**config.mk**
```make
export PLATFORM = sky130hd
export DESIGN_NAME = mixer_n
export DESIGN_NICKNAME = d
export VERILOG_FILES = /design/src/rtl/mixer_n.sv
export SDC_FILE = /design/constraint.sdc
export NUM_CORES = 1
export LEC_CHECK = 0
export BUFFER_PORTS_ARGS = -buffer_cell sky130_fd_sc_hd__buf_2
export CAP_MARGIN = 5
export CORE_UTILIZATION = 53
export CTS_BUF_LIST = sky130_fd_sc_hd__clkbuf_16
export CTS_CLUSTER_SIZE = 20
export DETAILED_ROUTE_END_ITERATION = 12
export PLACE_DENSITY = 0.74
export SETUP_SLACK_MARGIN = 0.4
export SYNTH_ARGS = -nofsm -noshare
export SYNTH_HDL_FRONTEND = slang
export SYNTH_SLANG_ARGS = --single-unit
```
**constraint.sdc**
```tcl
create_clock -name clk -period 10.7 [get_ports clk]
set_input_delay 2.14 -clock clk [delete_from_list [all_inputs] [get_ports clk]]
set_output_delay 2.14 -clock clk [all_outputs]
set_load 0.01 [all_outputs]
```
**src/rtl/mixer_n.sv**
```systemverilog
// Time-multiplexed N-channel mixer: one shared multiply-accumulate, one channel per clk cycle.
// Define MIXER_SATURATE_EN to clamp the result and report clip; otherwise the result wraps.
module mixer_n #(
    parameter int NUM_CH   = 4,
    parameter int BITDEPTH = 14,
    parameter int SHIFT    = 2
) (
    input  logic                         clk,
    input  logic                         rst,
    input  logic                         sample_clock,
    input  logic [NUM_CH*BITDEPTH-1:0]   in,
    input  logic [NUM_CH*8-1:0]          gain,
    input  logic [NUM_CH-1:0]            mute,
    output logic [BITDEPTH-1:0]          mix,
    output logic                         mix_valid,
    output logic                         clip,
    output logic                         busy,
    output logic                         overrun
);

    localparam int AW = BITDEPTH + 2 + $clog2(NUM_CH);
    localparam int CW = (NUM_CH > 1) ? $clog2(NUM_CH) : 1;
    localparam int TW = BITDEPTH + 2;
    localparam int PW = BITDEPTH + 9;

`ifdef MIXER_SATURATE_EN
    localparam logic signed [AW-1:0] RMAX = AW'((2 ** (BITDEPTH - 1)) - 1);
    localparam logic signed [AW-1:0] RMIN = -RMAX - AW'(1);
`endif

    typedef enum logic [1:0] {IDLE, ACCUM, DONE} state_t;

    state_t                       state;
    logic                         sc_q;
    logic                         sc_rise;
    logic [NUM_CH*BITDEPTH-1:0]   in_p0;
    logic [NUM_CH*8-1:0]          gain_p0;
    logic [NUM_CH-1:0]            mute_p0;
    logic [CW-1:0]                ch;
    logic signed [AW-1:0]         acc;
    logic signed [TW-1:0]         term;
    logic [BITDEPTH:0]            res;

    // Offset-binary sample times Q1.7 gain, floored back to sample scale.
    function automatic logic signed [TW-1:0] scale(input logic [BITDEPTH-1:0] smp,
                                                   input logic [7:0] g,
                                                   input logic m);
        logic signed [BITDEPTH-1:0] s;
        logic signed [PW-1:0]       p;
        s = $signed({~smp[BITDEPTH-1], smp[BITDEPTH-2:0]});
        p = s * $signed({1'b0, g});
        return m ? '0 : $signed(p[PW-1:7]);
    endfunction

    // Returns {clip, signed result} after the attenuation shift.
    function automatic logic [BITDEPTH:0] saturate(input logic signed [AW-1:0] a);
`ifdef MIXER_SATURATE_EN
        logic signed [AW-1:0] r;
        r = a >>> SHIFT;
        if (r > RMAX)
            return {1'b1, RMAX[BITDEPTH-1:0]};
        else if (r < RMIN)
            return {1'b1, RMIN[BITDEPTH-1:0]};
        else
            return {1'b0, r[BITDEPTH-1:0]};
`else
        return {1'b0, BITDEPTH'(a >>> SHIFT)};
`endif
    endfunction

    assign sc_rise = sample_clock & ~sc_q;
    assign term    = scale(in_p0[ch*BITDEPTH +: BITDEPTH], gain_p0[ch*8 +: 8], mute_p0[ch]);
    assign res     = saturate(acc);

    always_ff @(posedge clk) begin
        if (rst) begin
            sc_q      <= 1'b0;
            state     <= IDLE;
            busy      <= 1'b0;
            mix_valid <= 1'b0;
            clip      <= 1'b0;
            overrun   <= 1'b0;
            mix       <= {1'b1, {(BITDEPTH-1){1'b0}}};
        end else begin
            sc_q      <= sample_clock;
            mix_valid <= 1'b0;
            case (state)
                IDLE: begin
                    if (sc_rise) begin
                        state <= ACCUM;
                        busy  <= 1'b1;
                    end
                end
                ACCUM: begin
                    if (sc_rise)
                        overrun <= 1'b1;
                    if (ch == CW'(NUM_CH - 1))
                        state <= DONE;
                end
                DONE: begin
                    if (sc_rise)
                        overrun <= 1'b1;
                    mix       <= {~res[BITDEPTH-1], res[BITDEPTH-2:0]};
                    clip      <= res[BITDEPTH];
                    mix_valid <= 1'b1;
                    busy      <= 1'b0;
                    state     <= IDLE;
                end
                default: state <= IDLE;
            endcase
        end
    end

    // Snapshot stage and accumulator; the FSM alone decides when these are meaningful.
    always_ff @(posedge clk) begin
        case (state)
            IDLE: begin
                if (sc_rise) begin
                    in_p0   <= in;
                    gain_p0 <= gain;
                    mute_p0 <= mute;
                    acc     <= '0;
                    ch      <= '0;
                end
            end
            ACCUM: begin
                acc <= acc + AW'(term);
                ch  <= ch + 1'b1;
            end
            default: ;
        endcase
    end

endmodule

```
==> results of run 1 <==
==> worst max-delay path by stage <==
stage	to	cells past startpoint
3_3_place_gp	acc[15]$_SDFFCE_PN0P_	26
5_1_grt	acc[15]$_SDFFCE_PN0P_	26
3_5_place_dp	acc[15]$_SDFFCE_PN0P_	26
2_1_floorplan	acc[15]$_SDFFCE_PN0P_	27
6_report	acc[15]$_SDFFCE_PN0P_	26
4_1_cts	acc[15]$_SDFFCE_PN0P_	26
==> routing by layer <==
layer  GRT usage, %  wire length, um
met5              0                0
met2           37.5             9730
met1           26.2             7290
met3           5.16             1040
met4           9.30              526
==> metrics by stage <==
step                      instances  setup slack, ps
after floorplan                 796             3300
after global placement         1114             2940
after detailed placement       1114             2810
after CTS                      1146             2770
after global routing           1146             2280
final                          1146             2830
==> sequential cells by signal, indices dropped and copies added (netlist names) <==
signal / count
in_p0: 56
gain_p0: 32
acc: 16
mix: 14
mute_p0: 4
ch: 2
state: 2
busy: 1
mix_valid: 1
overrun: 1
sc_q: 1
==> tightest hold or removal path, delay by kind of cell (launching register included) <==
kind            cells  cell delay [ps]
flops               1              330
simple gates        1               70
compound gates      1               40
==> logic make-up after synthesis <==
kind of cell	Yosys count	share of synthesized area, %
compound gates	70	5.78
xor+xnor	20	1.86
fa+ha+maj	152	27.4
buf+inv	162	6.57
flops	130	39.3
mux	43	7.81
other cells	1	0.0398
simple gates	218	11.3
==> cell usage in the layout, fill, tap and decap left out, types with 6 or more instances in the layout <==
cell type | netlist | routed
sky130_fd_sc_hd__inv_1 | 140 | 140
sky130_fd_sc_hd__buf_2 | 0 | 111
sky130_fd_sc_hd__edfxtp_1 | 110 | 110
sky130_fd_sc_hd__fa_1 | 90 | 90
sky130_fd_sc_hd__nand2_1 | 68 | 68
sky130_fd_sc_hd__ha_1 | 62 | 62
sky130_fd_sc_hd__nor2_1 | 46 | 46
sky130_fd_sc_hd__and2_1 | 47 | 46
sky130_fd_sc_hd__mux4_2 | 24 | 24
sky130_fd_sc_hd__dfxtp_1 | 20 | 20
sky130_fd_sc_hd__nor2b_1 | 18 | 18
sky130_fd_sc_hd__mux2i_1 | 18 | 18
sky130_fd_sc_hd__nor3_1 | 17 | 17
sky130_fd_sc_hd__clkbuf_16 | 0 | 17
sky130_fd_sc_hd__xnor2_1 | 13 | 13
sky130_fd_sc_hd__a21oi_1 | 12 | 12
sky130_fd_sc_hd__a21o_1 | 11 | 11
sky130_fd_sc_hd__o21a_1 | 9 | 9
sky130_fd_sc_hd__nand2b_1 | 7 | 7
sky130_fd_sc_hd__xor2_1 | 7 | 7
sky130_fd_sc_hd__o21ai_0 | 7 | 7
sky130_fd_sc_hd__a211oi_1 | 6 | 6
sky130_fd_sc_hd__inv_8 | 0 | 6
==> layout make-up <==
cell class	instances	area, um2	area share, %
multi-input combinational	504	5100	47.1
sequential	130	3700	34.2
timing repair buffer	114	578	5.34
inverter	141	529	4.89
clock buffer	17	425	3.93
tap	225	282	2.60
clock inverter	15	214	1.98
==> metrics.txt, run 1 <==
# TYPE chip_impl_metric gauge
chip_impl_info{name="setup.worst_path.start_class",value="register"} 1
chip_impl_info{name="worstHoldStart",value="overrun$_SDFFE_PP0P_"} 1
chip_impl_info{name="post-synth-top-count-cell",value="sky130_fd_sc_hd__inv_1"} 1
chip_impl_metric{name="cts_resized",unit=""} 0
chip_impl_metric{name="clock_skew",unit="ps"} 9.22
chip_impl_info{name="tritoncts_clock_tree",value="built"} 1
chip_impl_metric{name="drtPass1Iterations",unit=""} 5
chip_impl_metric{name="core-area",unit="um2"} 17400
chip_impl_metric{name="final-max-slew-violation-count",unit=""} 0
chip_impl_metric{name="drc_errors",unit=""} 0
chip_impl_info{name="postSynth.topFlopCell",value="sky130_fd_sc_hd__edfxtp_1"} 1
chip_impl_metric{name="num_antenna_cells",unit=""} 0
chip_impl_metric{name="crit_required",unit="ps"} 10880
chip_impl_metric{name="rrSetupSlack",unit="ps"} 2830
chip_impl_info{name="synth.top_cells.by_count",value="140 x sky130_fd_sc_hd__inv_1, 110 x sky130_fd_sc_hd__edfxtp_1, 90 x sky130_fd_sc_hd__fa_1"} 1
chip_impl_info{name="netlist_top_cells_area",value="sky130_fd_sc_hd__edfxtp_1 35%, sky130_fd_sc_hd__fa_1 19%, sky130_fd_sc_hd__ha_1 8.2%"} 1
chip_impl_metric{name="drv.max_cap_violation_count",unit=""} 0
chip_impl_metric{name="crit_path_max_fanout",unit=""} 17
chip_impl_metric{name="ff2ff_path_depth",unit=""} 26
chip_impl_metric{name="die-area",unit="um2"} 18300
chip_impl_info{name="setup.worst_path.end_class",value="register"} 1
chip_impl_metric{name="cts.repair_timing.setup_buffer_count",unit=""} 0
chip_impl_metric{name="synth_edf_count",unit=""} 110
chip_impl_metric{name="max-slew-margin-rel",unit="%"} 33.1
chip_impl_metric{name="antenna_found_initial",unit=""} 1
chip_impl_metric{name="placement.io_buffers",unit=""} 111
chip_impl_metric{name="cts_hold_buffers",unit=""} 0
chip_impl_info{name="timing.hold.worst_endpoint",value="overrun$_SDFFE_PP0P_"} 1
chip_impl_metric{name="placement.cell_area",unit="um2"} 10200
chip_impl_info{name="crit_top_cell",value="sky130_fd_sc_hd__fa_1"} 1
chip_impl_metric{name="track_usage",unit="%"} 21.8
chip_impl_info{name="cts_root_buffer",value="sky130_fd_sc_hd__clkbuf_16"} 1
chip_impl_metric{name="synth_cell_types",unit=""} 52
chip_impl_info{name="cp_slowest_cell",value="sky130_fd_sc_hd__edfxtp_1"} 1
chip_impl_metric{name="cts.sinks",unit=""} 130
chip_impl_metric{name="buf_inv_on_cp",unit=""} 4
chip_impl_metric{name="synth.top_cell.area_share",unit="%"} 35.1
chip_impl_metric{name="mappedNetlistNets",unit=""} 1043
chip_impl_metric{name="setup_viol",unit=""} 0
chip_impl_metric{name="dieHeight",unit="um"} 135
chip_impl_metric{name="number_of_global_route_vias_before_repair",unit=""} 6338
chip_impl_metric{name="flow.area_growth_from_synthesis",unit="%"} 15.0
chip_impl_metric{name="total_wire_length_after_detailed_routing",unit="um"} 18600
chip_impl_metric{name="drt_antenna_net_count",unit=""} 0
chip_impl_metric{name="hold_viol_final",unit=""} 0
chip_impl_metric{name="worst_pin_slew",unit="ps"} 1000
chip_impl_metric{name="dr.first_iter.drc_count",unit=""} 450
chip_impl_info{name="status",value="finished, final reports clean"} 1
chip_impl_metric{name="whs_path_depth",unit=""} 2
chip_impl_metric{name="numCtsBuffers",unit=""} 17
chip_impl_metric{name="cts_buffer_depth",unit=""} 2
chip_impl_metric{name="io_pins",unit=""} 113
chip_impl_info{name="synth_top_area_cell",value="sky130_fd_sc_hd__edfxtp_1"} 1
chip_impl_metric{name="cp.arrival",unit="ps"} 8050
chip_impl_info{name="regToRegEndpoint",value="acc[15]$_SDFFCE_PN0P_"} 1
chip_impl_metric{name="grt_max_degree",unit=""} 85
chip_impl_info{name="critical_path.reg2reg.startpoint",value="ch[0]$_SDFFCE_PN0P_"} 1
chip_impl_metric{name="hpwl",unit="um"} 13800
chip_impl_metric{name="num_vias",unit=""} 6151
chip_impl_metric{name="synth-seq-area-share",unit="%"} 39.3
chip_impl_metric{name="final_layout_size_suffix_gt1_share",unit="%"} 20.0
chip_impl_metric{name="maxClockFrequency",unit="GHz"} 0.127
chip_impl_metric{name="gp_congestion",unit=""} 0.834
chip_impl_info{name="holdCritPathClass",value="reg2reg"} 1
chip_impl_metric{name="totalNegativeSetupSlack",unit="ps"} 0
chip_impl_metric{name="avgRoutedWirePerCell",unit="um"} 16.2
chip_impl_metric{name="initial_utilization",unit="%"} 54.3
chip_impl_metric{name="clkLatencyLatePin",unit="ps"} 430
chip_impl_metric{name="stdcell_area",unit="um2"} 10800
chip_impl_metric{name="grt_overflow_total",unit=""} 0
chip_impl_info{name="critical_path_class",value="reg2reg"} 1
chip_impl_metric{name="worst_setup_hold_path_clk_slew",unit="ps"} 60
chip_impl_metric{name="syn-mean-instance-area",unit="um2"} 11.8
chip_impl_info{name="setup_repair_after_global_routing_missed_its_margin",value="no"} 1
chip_impl_metric{name="grt_pass1_wl",unit="um"} 29900
chip_impl_metric{name="htree_levels",unit=""} 4
chip_impl_metric{name="final_min_period_over_clock_period",unit="%"} 73.6
chip_impl_metric{name="netlist_area",unit="um2"} 9420
chip_impl_metric{name="whs",unit="ps"} 475
chip_impl_metric{name="n_fill_cell",unit=""} 1314
chip_impl_metric{name="nets",unit=""} 1155
chip_impl_metric{name="die-width",unit="um"} 135
chip_impl_info{name="cp_top_family",value="adder cells"} 1
chip_impl_metric{name="num_rows",unit=""} 48
chip_impl_metric{name="asyncSetResetFlopFracSynth",unit="%"} 0
chip_impl_metric{name="ys_warn_count",unit=""} 0
chip_impl_metric{name="viasPerCell",unit=""} 5.37
chip_impl_metric{name="synthCells",unit=""} 796
chip_impl_metric{name="period_minus_slack",unit="ps"} 7870
chip_impl_metric{name="ys_ff_latch",unit=""} 130
chip_impl_metric{name="critical_path.max_stage_delay",unit="ps"} 730
chip_impl_info{name="crit_path_start",value="ch[0]$_SDFFCE_PN0P_"} 1
chip_impl_metric{name="final_core_utilization",unit="%"} 62.4
Power of run 1 is not shown: default switching activity piles up to over one toggle a cycle in this logic, so the estimate is an artifact.
==> run 2: changes to the inputs <==
==> constraint.sdc (replaced) <==
create_clock -name clk -period 8.1 [get_ports clk]
set_input_delay 1.62 -clock clk [delete_from_list [all_inputs] [get_ports clk]]
set_output_delay 1.62 -clock clk [all_outputs]
set_load 0.01 [all_outputs]
==> run 2 against run 1 <==
  * Non-clock buffer count is 1 higher
  * Sequential share of layout area is essentially flat
  * Maximum frequency increased by 7.9%
  * Highest routed layer unchanged
  * Largest cell class unchanged
  * Critical path type unchanged
  * Hold slack lost 9.2 ps
  * Flip-flop and latch count stayed put
  * Utilization about the same
  * Worst setup slack worse by 2000 ps
==> metrics.txt, run 2 (synthesis results as in run 1) <==
# TYPE chip_impl_metric gauge
chip_impl_metric{name="crit_path_max_fanout",unit=""} 17
chip_impl_metric{name="ff2ff_path_depth",unit=""} 24
chip_impl_metric{name="placement.cell_area",unit="um2"} 10200
chip_impl_info{name="critical_path_class",value="reg2reg"} 1
chip_impl_metric{name="cts.sinks",unit=""} 130
chip_impl_metric{name="period_minus_slack",unit="ps"} 7300
chip_impl_info{name="setup.worst_path.start_class",value="register"} 1
chip_impl_metric{name="initial_utilization",unit="%"} 54.3
chip_impl_metric{name="drc_errors",unit=""} 0
chip_impl_metric{name="drtPass1Iterations",unit=""} 8
chip_impl_info{name="final_cell_mix",value="140 x sky130_fd_sc_hd__inv_1, 111 x sky130_fd_sc_hd__buf_2, 110 x sky130_fd_sc_hd__edfxtp_1"} 1
chip_impl_metric{name="total_wire_length_after_detailed_routing",unit="um"} 18300
chip_impl_metric{name="drv.max_cap_violation_count",unit=""} 0
chip_impl_metric{name="whs_path_depth",unit=""} 2
chip_impl_metric{name="placement.io_buffers",unit=""} 111
chip_impl_metric{name="maxClockFrequency",unit="GHz"} 0.137
chip_impl_metric{name="multiInputGateArea",unit="um2"} 5120
chip_impl_metric{name="grt_overflow_total",unit=""} 0
chip_impl_metric{name="antenna_found_initial",unit=""} 1
chip_impl_metric{name="cts_hold_buffers",unit=""} 0
chip_impl_metric{name="gp_congestion",unit=""} 0.840
chip_impl_metric{name="final_min_period_over_clock_period",unit="%"} 90.1
chip_impl_info{name="crit_chain",value="buf_4 -> mux4_2 -> and2_1 -> fa_1 -> fa_1 -> fa_1 -> inv_1 -> fa_1 -> inv_1 -> ha_1 -> a21o_1 -> a2111oi_4 -> a21oi_4 -> o21a_1 -> o21a_1 -> nor3_1 -> ha_1 -> o2111ai_1 -> o211ai_1 -> nand2_1 -> o21ai_1 -> mux2i_1 -> a21o_1 -> mux2i_1"} 1
chip_impl_metric{name="avgRoutedWirePerCell",unit="um"} 15.9
chip_impl_info{name="max_flop_register",value="in_p0"} 1
chip_impl_metric{name="numCtsBuffers",unit=""} 17
chip_impl_metric{name="n_fill_cell",unit=""} 1304
chip_impl_metric{name="totalNegativeSetupSlack",unit="ps"} 0
chip_impl_info{name="top_regs",value="in_p0 x56, gain_p0 x32, acc x16"} 1
chip_impl_metric{name="final-max-slew-violation-count",unit=""} 0
chip_impl_metric{name="drt_antenna_net_count",unit=""} 0
chip_impl_metric{name="critical_path.max_stage_delay",unit="ps"} 700
chip_impl_metric{name="max_ffs_per_register",unit=""} 56
chip_impl_metric{name="cp.arrival",unit="ps"} 7470
chip_impl_metric{name="cts_resized",unit=""} 0
chip_impl_metric{name="seqCellArea",unit="um2"} 3700
chip_impl_info{name="cts_root_buffer",value="sky130_fd_sc_hd__clkbuf_16"} 1
chip_impl_metric{name="stdcell_area",unit="um2"} 10800
chip_impl_metric{name="dr.first_iter.drc_count",unit=""} 294
chip_impl_metric{name="placed_cells_incl_taps",unit=""} 1115
chip_impl_metric{name="clock_skew",unit="ps"} 15.6
chip_impl_info{name="holdCritPathClass",value="reg2reg"} 1
chip_impl_metric{name="hold_viol_final",unit=""} 0
chip_impl_metric{name="grt_pass1_wl",unit="um"} 29700
chip_impl_metric{name="hpwl",unit="um"} 13900
chip_impl_metric{name="die-width",unit="um"} 135
chip_impl_metric{name="final_layout_size_suffix_gt1_share",unit="%"} 20.2
chip_impl_metric{name="number_of_global_route_vias_before_repair",unit=""} 6308
chip_impl_info{name="status",value="finished, final reports clean"} 1
chip_impl_metric{name="num_vias",unit=""} 6116
chip_impl_metric{name="nets",unit=""} 1156
chip_impl_metric{name="die-area",unit="um2"} 18300
chip_impl_metric{name="finish.cell_count_without_fillers",unit=""} 1148
chip_impl_info{name="cp_slowest_cell",value="sky130_fd_sc_hd__mux4_2"} 1
chip_impl_metric{name="setup_viol",unit=""} 0
chip_impl_metric{name="viasPerCell",unit=""} 5.33
chip_impl_metric{name="worst_setup_hold_path_clk_slew",unit="ps"} 60
chip_impl_metric{name="clkLatencyLatePin",unit="ps"} 440
chip_impl_metric{name="cts_buffer_depth",unit=""} 2
chip_impl_metric{name="dieHeight",unit="um"} 135
chip_impl_metric{name="num_rows",unit=""} 48
chip_impl_info{name="mostFrequentLayoutCell",value="sky130_fd_sc_hd__inv_1"} 1
chip_impl_metric{name="flow.area_growth_from_synthesis",unit="%"} 15.0
chip_impl_info{name="setup_repair_after_global_routing_missed_its_margin",value="no"} 1
chip_impl_metric{name="core-area",unit="um2"} 17400
chip_impl_metric{name="final_core_utilization",unit="%"} 62.4
chip_impl_metric{name="io_pins",unit=""} 113
chip_impl_metric{name="cts.repair_timing.setup_buffer_count",unit=""} 0
chip_impl_metric{name="max-slew-margin-rel",unit="%"} 41.1
chip_impl_info{name="setup.worst_path.end_class",value="register"} 1
chip_impl_info{name="crit_top_cell",value="sky130_fd_sc_hd__fa_1"} 1
chip_impl_metric{name="crit_required",unit="ps"} 8270
chip_impl_metric{name="track_usage",unit="%"} 21.5
chip_impl_metric{name="worst_pin_slew",unit="ps"} 883
chip_impl_metric{name="grt_max_degree",unit=""} 63
chip_impl_info{name="tritoncts_clock_tree",value="built"} 1
chip_impl_metric{name="htree_levels",unit=""} 4
run 2: cell count changes in the layout (fill, tap and decap cells not counted), sizes merged:
cell      before  now
buf          114  115
clkinvlp       0    1
diode          0    1
bufinv         3    2
run 2: worst paths after layout:
kind / slack, ps / to / startpoint
setup / recovery: 800 / acc[15]$_SDFFCE_PN0P_ / ch[0]$_SDFFCE_PN0P_
hold / removal: 470 / overrun$_SDFFE_PP0P_ / overrun$_SDFFE_PP0P_
setup reg to reg: 800 / acc[15]$_SDFFCE_PN0P_ / ch[0]$_SDFFCE_PN0P_
hold reg to reg: 470 / overrun$_SDFFE_PP0P_ / overrun$_SDFFE_PP0P_
run 2: cell type report:
| cell class | count | area share (%) |
|---|---|---|
| Multi-Input combinational cell | 504 | 47.2 |
| Inverter | 141 | 4.88 |
| Timing Repair Buffer | 115 | 5.40 |
| Clock buffer | 17 | 3.93 |
| Tap cell | 225 | 2.60 |
| Sequential cell | 130 | 34.2 |
| Clock inverter | 15 | 1.74 |
| Antenna cell | 1 | 0.0231 |
run 2: stage by stage:
step	setup WS [ps]	hold WS, ps
after floorplan	695	490
after global placement	853	449
after detailed placement	717	458
after CTS	629	472
after global routing	394	502
final	803	466
run 2: per-layer routing:
layer	share of wire, %	global-route usage, %	up-vias
met3	4.1	3.78	38
met1	40	26.0	3009
li1	-	-	2873
met4	2.5	8.93	0
met5	0	0	-
met2	53	37.9	196
run 2: critical path: cells and delay by family (launching register included):
| kind | cells | cell delay, ps |
|---|---|---|
| AO/OA/AOI/OAI | 9 | 2080 |
| adder cells (fa/ha/maj) | 6 | 2580 |
| buffers and inverters | 3 | 440 |
| flip-flops | 1 | 370 |
| multiplexers | 3 | 1010 |
| AND/OR/NAND/NOR | 3 | 550 |
Power of run 2 is left out for the same reason.
==> run 3: changes to the inputs <==
--- a/config.mk
+++ b/config.mk
@@ -7,11 +7,10 @@
 export LEC_CHECK = 0
 export BUFFER_PORTS_ARGS = -buffer_cell sky130_fd_sc_hd__buf_2
 export CAP_MARGIN = 5
-export CORE_UTILIZATION = 53
+export CORE_UTILIZATION = 35
 export CTS_BUF_LIST = sky130_fd_sc_hd__clkbuf_16
 export CTS_CLUSTER_SIZE = 20
 export DETAILED_ROUTE_END_ITERATION = 12
-export PLACE_DENSITY = 0.74
 export SETUP_SLACK_MARGIN = 0.4
 export SYNTH_ARGS = -nofsm -noshare
 export SYNTH_HDL_FRONTEND = slang
==> run 3 against run 2 <==
  * Critical path depth rose by 3
  * Utilization decreased by 21 points
  * Sequential share of layout area shrank 0.37 points
  * Die area is 51% higher
  * Final cell count is 9.6% higher
  * Flip-flop and latch count unchanged
  * Non-clock buffer count grew 1
  * Maximum frequency grew 2.4%
  * Register-to-register slack improved by 170 ps
  * Highest routed layer unchanged
==> metrics.txt, run 3 (synthesis results as in run 1) <==
# TYPE chip_impl_metric gauge
chip_impl_info{name="cts_root_buffer",value="sky130_fd_sc_hd__clkbuf_16"} 1
chip_impl_metric{name="cts_hold_buffers",unit=""} 0
chip_impl_metric{name="period_minus_slack",unit="ps"} 7130
chip_impl_metric{name="drt_antenna_net_count",unit=""} 0
chip_impl_metric{name="clkLatencyLatePin",unit="ps"} 430
chip_impl_metric{name="drc_errors",unit=""} 0
chip_impl_metric{name="num_antenna_cells",unit=""} 0
chip_impl_metric{name="viasPerCell",unit=""} 4.69
chip_impl_metric{name="die-area",unit="um2"} 27600
chip_impl_metric{name="dieHeight",unit="um"} 166
chip_impl_metric{name="track_usage",unit="%"} 14.0
chip_impl_metric{name="hpwl",unit="um"} 14300
chip_impl_info{name="crit_top_cell",value="sky130_fd_sc_hd__fa_1"} 1
chip_impl_metric{name="initial_utilization",unit="%"} 36.0
chip_impl_metric{name="gp_congestion",unit=""} 0.809
chip_impl_info{name="final_cell_mix",value="140 x sky130_fd_sc_hd__inv_1, 111 x sky130_fd_sc_hd__buf_2, 110 x sky130_fd_sc_hd__edfxtp_1"} 1
chip_impl_metric{name="crit_required",unit="ps"} 8260
chip_impl_info{name="holdCritPathClass",value="reg2reg"} 1
chip_impl_info{name="setup_repair_after_global_routing_missed_its_margin",value="no"} 1
chip_impl_metric{name="cts.sinks",unit=""} 130
chip_impl_metric{name="grt_overflow_total",unit=""} 0
chip_impl_metric{name="maxClockFrequency",unit="GHz"} 0.140
chip_impl_metric{name="antenna_found_initial",unit=""} 2
chip_impl_info{name="setup.worst_path.end_class",value="register"} 1
chip_impl_metric{name="final_core_utilization",unit="%"} 41.8
chip_impl_info{name="critical_path_class",value="reg2reg"} 1
chip_impl_metric{name="io_pins",unit=""} 113
chip_impl_metric{name="final_layout_size_suffix_gt1_share",unit="%"} 20.0
chip_impl_info{name="setup.worst_path.start_class",value="register"} 1
chip_impl_metric{name="final-max-slew-violation-count",unit=""} 0
chip_impl_info{name="status",value="finished, final reports clean"} 1
chip_impl_metric{name="drtPass1Iterations",unit=""} 4
chip_impl_metric{name="grt_max_degree",unit=""} 83
chip_impl_metric{name="cp.arrival",unit="ps"} 7290
chip_impl_metric{name="critical_path.max_stage_delay",unit="ps"} 710
chip_impl_metric{name="nets",unit=""} 1157
chip_impl_metric{name="htree_levels",unit=""} 4
chip_impl_metric{name="cts_buffer_depth",unit=""} 2
chip_impl_metric{name="die-width",unit="um"} 166
chip_impl_metric{name="num_rows",unit=""} 59
chip_impl_metric{name="number_of_global_route_vias_before_repair",unit=""} 6220
chip_impl_metric{name="grt_pass1_wl",unit="um"} 30100
chip_impl_metric{name="total_wire_length_after_detailed_routing",unit="um"} 18400
chip_impl_metric{name="placement.io_buffers",unit=""} 111
chip_impl_metric{name="worst_pin_slew",unit="ps"} 1010
chip_impl_metric{name="numCtsBuffers",unit=""} 17
chip_impl_metric{name="finish.cell_count_without_fillers",unit=""} 1258
chip_impl_metric{name="worst_slack",unit="ps"} 972
chip_impl_metric{name="max-slew-margin-rel",unit="%"} 32.6
chip_impl_metric{name="max_ffs_per_register",unit=""} 56
chip_impl_metric{name="avgRoutedWirePerCell",unit="um"} 14.6
chip_impl_metric{name="n_fill_cell",unit=""} 2476
chip_impl_metric{name="preCtsSetupSlack",unit="ps"} 749
chip_impl_metric{name="crit_path_max_fanout",unit=""} 14
chip_impl_metric{name="core-area",unit="um2"} 26200
chip_impl_metric{name="worst_setup_hold_path_clk_slew",unit="ps"} 60
chip_impl_metric{name="clock_skew",unit="ps"} 18.5
chip_impl_metric{name="num_vias",unit=""} 5900
chip_impl_metric{name="setup_viol",unit=""} 0
chip_impl_metric{name="flow.area_growth_from_synthesis",unit="%"} 16.3
chip_impl_metric{name="final_min_period_over_clock_period",unit="%"} 88.0
chip_impl_metric{name="dr.first_iter.drc_count",unit=""} 273
chip_impl_info{name="top_regs",value="in_p0 x56, gain_p0 x32, acc x16"} 1
chip_impl_metric{name="totalNegativeSetupSlack",unit="ps"} 0
chip_impl_info{name="mostFrequentLayoutCell",value="sky130_fd_sc_hd__inv_1"} 1
chip_impl_info{name="cp_slowest_cell",value="sky130_fd_sc_hd__mux4_2"} 1
chip_impl_metric{name="hold_viol_final",unit=""} 0
chip_impl_info{name="max_flop_register",value="in_p0"} 1
chip_impl_metric{name="placed_cells_incl_taps",unit=""} 1226
chip_impl_info{name="tritoncts_clock_tree",value="built"} 1
chip_impl_metric{name="drv.max_cap_violation_count",unit=""} 0
run 3: cell types whose count changed in the layout (fill, tap and decap cells not counted), sizes merged:
cell	before	now
buf	115	116
diode	1	0
clkinv	3	5
inv	150	148
run 3: metrics by stage:
stage | hold WS, ps | area [um2]
final | 478 | 11000
after global placement | 454 | 10300
after floorplan | 490 | 9420
after global routing | 521 | 11000
after detailed placement | 469 | 10300
after CTS | 483 | 10900
run 3: worst max-delay path, delay by kind of cell, from the launching register on:
kind,cells,cell delay [ps]
buf+inv,4,460
fa+ha+maj,6,2670
xor+xnor,1,110
simple gates,6,1080
flops,1,340
compound gates,7,1180
mux,3,1030
run 3: final cells by class:
class	count	area, um2	share of cell area (%)
Sequential cell	130	3700	33.8
Inverter	141	529	4.83
Tap cell	335	419	3.83
Multi-Input combinational cell	504	5110	46.7
Clock inverter	15	171	1.56
Clock buffer	17	425	3.88
Timing Repair Buffer	116	593	5.41
run 3: final timing paths:
path                                      startpoint                     to  slack [ps]  depth (start not counted)
worst max-delay path             ch[0]$_SDFFCE_PN0P_  acc[15]$_SDFFCE_PN0P_         970                         27
worst min-delay path            overrun$_SDFFE_PP0P_   overrun$_SDFFE_PP0P_         480                          2
worst max register to register   ch[0]$_SDFFCE_PN0P_  acc[15]$_SDFFCE_PN0P_         970                         27
worst min register to register  overrun$_SDFFE_PP0P_   overrun$_SDFFE_PP0P_         480                          2
run 3: what timing repair did:
item | 4_1_cts | 5_1_grt
setup buffers | 0 | 0
setup endpoints to repair | 0 | 1
resized for setup | 0 | 1
run 3: per-layer routing:
layer  vias to the layer above  routed length (um)  GRT usage [%]
li1                       2876                   -              -
met1                      2921                7830           16.6
met3                        13                 449           2.55
met4                         0                 204           4.39
met5                         -                   0              0
met2                        90                9910           25.4
Power of run 3 is left out for the same reason.
